==> config.mk <==
export PLATFORM = sky130hd
export DESIGN_NAME = seg_counter_monitor
export DESIGN_NICKNAME = d
export VERILOG_FILES = /design/src/rtl/seg_counter_monitor.sv
export SDC_FILE = /design/constraint.sdc
export NUM_CORES = 1
export LEC_CHECK = 0
export ABC_AREA = 1
export CAP_MARGIN = 20
export CORE_MARGIN = 2
export CORE_UTILIZATION = 43
export DETAILED_ROUTE_END_ITERATION = 16
export PLACE_DENSITY = 0.67
export SETUP_SLACK_MARGIN = 0.02
export SYNTH_ARGS = -nofsm -noshare
export SYNTH_HDL_FRONTEND = slang
export SYNTH_SLANG_ARGS = --single-unit
==> constraint.sdc <==
create_clock -name clk -period 2.3 [get_ports clk]
set_input_delay 0.69 -clock clk [delete_from_list [all_inputs] [get_ports clk]]
set_output_delay 0.69 -clock clk [all_outputs]
set_load 0.02 [all_outputs]
==> src/rtl/seg_counter_monitor.sv <==
// Two-digit seven-segment receiver: glitch filter, BCD decode and
// count-sequence checker with saturating error counter.
module seg_counter_monitor #(
  parameter bit ACTIVE_LOW    = 1'b1,
  parameter int STABLE_CYCLES = 2,
  parameter int MAX_COUNT     = 99
) (
  input  logic       clk,
  input  logic       rst,
  input  logic [6:0] seg_1,
  input  logic [6:0] seg_10,
  output logic [3:0] digit_1,
  output logic [3:0] digit_10,
  output logic       value_valid,
  output logic       locked,
  output logic       seq_err,
  output logic       illegal_err,
  output logic [7:0] err_count
);

  typedef enum logic {
    UNLOCKED,
    LOCKED
  } state_t;

  localparam logic [3:0] SC    = 4'(STABLE_CYCLES);
  localparam logic [3:0] SC_M1 = 4'(STABLE_CYCLES - 1);
  localparam logic [6:0] MAXV  = 7'(MAX_COUNT);

  state_t      state;
  logic [13:0] samp;
  logic [13:0] last_pair;
  logic        have_last;
  logic [3:0]  stab_cnt;
  logic [6:0]  exp_val;

  logic [13:0] in_pair;
  logic [3:0]  cnt_nxt;
  logic        accept;
  logic [6:0]  lit_1;
  logic [6:0]  lit_10;
  logic [4:0]  dec_1;
  logic [4:0]  dec_10;
  logic        legal;
  logic [6:0]  val;
  logic [6:0]  val_nxt;

  // Segment pattern to {legal, bcd}; anything off-table is illegal.
  function automatic logic [4:0] decode(input logic [6:0] p);
    logic [4:0] r;
    case (p)
      7'h3F:   r = 5'h10;
      7'h06:   r = 5'h11;
      7'h5B:   r = 5'h12;
      7'h4F:   r = 5'h13;
      7'h66:   r = 5'h14;
      7'h6D:   r = 5'h15;
      7'h7D:   r = 5'h16;
      7'h07:   r = 5'h17;
      7'h7F:   r = 5'h18;
      7'h6F:   r = 5'h19;
      default: r = 5'h00;
    endcase
    return r;
  endfunction

  // Stability filter and decode of the pair being sampled this edge.
  always_comb begin
    in_pair = {seg_10, seg_1};
    if (in_pair != samp)
      cnt_nxt = 4'd0;
    else if (stab_cnt >= SC)
      cnt_nxt = SC;
    else
      cnt_nxt = stab_cnt + 4'd1;
    accept  = (cnt_nxt == SC_M1) &&
              (!have_last || (in_pair != last_pair));
    lit_1   = ACTIVE_LOW ? ~seg_1  : seg_1;
    lit_10  = ACTIVE_LOW ? ~seg_10 : seg_10;
    dec_1   = decode(lit_1);
    dec_10  = decode(lit_10);
    legal   = dec_1[4] & dec_10[4];
    val     = ({3'd0, dec_10[3:0]} * 7'd10) + {3'd0, dec_1[3:0]};
    val_nxt = (val >= MAXV) ? 7'd0 : val + 7'd1;
  end

  assign locked = (state == LOCKED);

  // Sampling, acceptance and lock/sequence state machine.
  always_ff @(posedge clk or posedge rst) begin
    if (rst) begin
      state       <= UNLOCKED;
      samp        <= '0;
      last_pair   <= '0;
      have_last   <= 1'b0;
      stab_cnt    <= '0;
      exp_val     <= '0;
      digit_1     <= '0;
      digit_10    <= '0;
      value_valid <= 1'b0;
      seq_err     <= 1'b0;
      illegal_err <= 1'b0;
      err_count   <= '0;
    end else begin
      samp        <= in_pair;
      stab_cnt    <= cnt_nxt;
      seq_err     <= 1'b0;
      illegal_err <= 1'b0;
      if (accept) begin
        last_pair <= in_pair;
        have_last <= 1'b1;
        if (!legal) begin
          illegal_err <= 1'b1;
          value_valid <= 1'b0;
          state       <= UNLOCKED;
          if (err_count != 8'hFF)
            err_count <= err_count + 8'd1;
        end else begin
          digit_1     <= dec_1[3:0];
          digit_10    <= dec_10[3:0];
          value_valid <= 1'b1;
          exp_val     <= val_nxt;
          state       <= LOCKED;
          if ((state == LOCKED) && (val != exp_val)) begin
            seq_err <= 1'b1;
            if (err_count != 8'hFF)
              err_count <= err_count + 8'd1;
          end
        end
      end
    end
  end

endmodule

==> metrics.cfg <==
[power_and_ir_drop]
pwr-share-clk_pct = 37.5
p_sw_w = 0.000653
p_int_w = 0.00163
power_density_nw_per_um2 = 402
power_frac_seq_pct = 46.4
p_total_w = 0.00229
ir_drop_mv = 0.351
leakage_nw = 2.78
pwr-share-comb_pct = 16.1
switching_share_pct = 28.6

[timing]
hold_viol_final = 0
worst_pin_slew_ns = 0.533
period_minus_slack_ns = 3.03
rsz0062_at_grt = yes
max_freq_mhz = 330
finalSetupViolations = 24
holdWs_ns = 0.473
fin_worst_skew_ns = 0.0128
period_share_pct = 132
maxSlewViolCount = 0
setup_slack_ns = -0.731
max_slew_margin_pct = 64.2

[logic_synthesis]
synth_nets = 507
synth_mux_area_share_pct = 0
netlist.area_leader.share_pct = 40.9
synth_top_family_by_area = simple AND/OR/NAND/NOR gates
post_synth.cell_area_avg_sq_um = 7.50
netlist_instances = 481
synth-simple-area-share_pct = 36.0
ys_ff_latch = 59
synth_compound_area_share_pct = 6.34
synthXorXnorAreaFrac_pct = 4.12
ys_top_cells_by_area = dfrtp_1, nand2_1, inv_1
synth_edf_count = 0
synth_cell_types = 40
yosysTopAreaCell = dfrtp_1
ys.warnings.count = 0
ys_async_sr_fraction_pct = 100
seq_area_frac_synth_pct = 40.9
synth_flop_cell = dfrtp_1
synth_area_sq_um = 3610
synthAdderAreaFrac_pct = 3.67

[detailed_routing]
num_vias = 3756
drtPass1Iterations = 4
routed_wl_microns = 10700
drc = 0
drt_iter0_markers = 170
routedWlPerCell_microns = 14.5
viasPerCell = 5.08
drtAntennaViolNets = 0

[final_layout]
layout-drive-gt1-share_pct = 43.4
area_growth_pct = 57.5
fin_cells = 739
fin_util_pct = 69.6
nets = 656
diodes = 0
fillers = 587

[die]
die_x_microns = 95.6
die_y_microns = 95.6
die_area_sq_um = 9140
start_util_pct = 44.2
io_pins = 36
core.rowCount = 33
core_region_area_sq_um = 8180

[status]
violations = setup timing
status = complete, but fails checks

[cts]
cts_tree = done
worst_skew_pair.late_latency_ns = 0.36
cts_inserted_buffers = 9
clkSlewWorstSetupHoldPaths_ns = 0.08
cts.sinks = 59
cts_hold_buf = 0
cts_max_level = 3
clock-root-buffer = clkbuf_8
clock_tree.buffer_depth = 2

[critical_path]
crit_fanout = 8
required_ns = 2.54
cp.arrival_ns = 3.27
worstSetupPathType = in2reg
start_kind = primary input
end_kind = flip-flop

[global_routing]
grt_max_degree = 60
first_global_vias = 3872
grt_pass1_wl_microns = 17200
antenna_found_initial = 0
grt_overflow = 0
grt.total_usage_pct = 24.4

[place]
place_congestion = 0.930
io_buffers = 35
dp.final_hpwl_microns = 6790
post-place-cells = 690

[job]
cap_violations = 0

[hold_path]
min_path_type = in2reg

## placed cells by master (no fill, tap or decap), drive strengths merged, types with 13 or more instances in the layout
cell type / Yosys / layout
nand2: 137 / 138
buf: 9 / 123
inv: 66 / 67
nor2: 63 / 63
dfrtp: 59 / 59
nand3: 36 / 36
o21ai: 27 / 27
clkdlybuf4s50: 0 / 21
clkbuf: 2 / 13
## routing by layer
layer / vias up / track usage, % / routed length [microns] / part of all wire (%)
met3: 13 / 3.64 / 340 / 3.2
met5: - / 0 / 0 / 0
met2: 70 / 43.6 / 5740 / 53
met1: 1850 / 28.9 / 4460 / 42
li1: 1823 / - / - / -
met4: 0 / 10.8 / 189 / 1.8
## worst paths after layout
path	slack, ns	to	depth (start not counted)	startpoint
worst max-delay path	-0.73	err_count[4]	21	seg_10[0]
worst max register to register	-0.08	err_count[7]	14	stab_cnt[0]
min in group asynchronous	0.74	last_pair[7]	3	rst
max in group asynchronous	1.30	last_pair[13]	3	rst
worst min-delay path	0.47	samp[13]	1	seg_10[6]
worst min register to register	0.48	have_last	1	have_last
## worst max-delay path: stages
cell and delay [ns]:
buf_6 0.10, buf_6 0.13, nor2_4 0.13, nand2_2 0.09, nor3_2 0.22, nor3_4 0.08, inv_2 0.09, ha_4 0.14
ha_4 0.12, inv_2 0.03, fa_2 0.57, nand3b_1 0.16, nand3b_1 0.11, nand2_1 0.10, nand3_2 0.10, nand2_4 0.14
nand2_8 0.08, nand2_2 0.06, nand2_1 0.04, nand2_1 0.05, inv_1 0.04
## Yosys cell counts, drive strengths merged (5+ instances only)
library cell  number
nand3b             6
nor2              63
nand3             36
buf                9
o21ai             27
xor2               9
inv               66
dfrtp             59
a21oi              5
nand2            137
or2                7
xnor2              8
nand4              9
nor3               9
ha                 9
nor4               6
## what timing repair did
action / CTS / global route
endpoints found under the setup margin: 40 / 42
resized for setup: 153 / 75
pin swaps: 64 / 46
cloned: 3 / 0
setup buffers: 30 / 7
## cell families after synthesis
logic type,Yosys count
AOI/OAI and AO/OA,40
other,2
adders and majority gates,10
and+or+nand+nor,275
xor gates and xnor gates,17
DFF,59
buffers and inverters,78
## registers in the layout, summed over array words and instances, names as in the netlist, 4 cells and up
register / flops
last_pair: 14
samp: 14
err_count: 8
exp_val: 7
digit_10: 4
digit_1: 4
stab_cnt: 4
## area by class of cell
cell class	instances	area (sq um)	area share [%]
inverters	67	279	4.91
well taps	105	131	2.31
multi-input cells	345	2300	40.4
flip-flops and latches	59	1480	26.0
clock buffers	12	145	2.55
clock inverters	3	15.0	0.264
repair buffers	146	1320	23.1
repair inverters	2	27.5	0.484
## metrics by stage
stage	setup TNS [ns]	setup WS, ns	cell area, sq um
4_1_cts	-10.24	-0.722	5460
3_3_place_gp	-46.03	-1.56	4750
2_1_floorplan	-9.61	-0.711	3730
5_1_grt	-16.32	-0.985	5690
3_5_place_dp	-48.40	-1.71	4750
6_report	-10.85	-0.731	5690
## power by group through the flow
stage / registers (W) / logic (W) / clock network (W)
2_1_floorplan: 0.00108 / 0.000151 / 0
3_3_place_gp: 0.00108 / 0.000284 / 0
3_5_place_dp: 0.00108 / 0.000294 / 0
4_1_cts: 0.00106 / 0.000348 / 0.000863
5_1_grt: 0.00106 / 0.000400 / 0.000911
6_report: 0.00106 / 0.000369 / 0.000858
(Power assumes the default switching activity.)
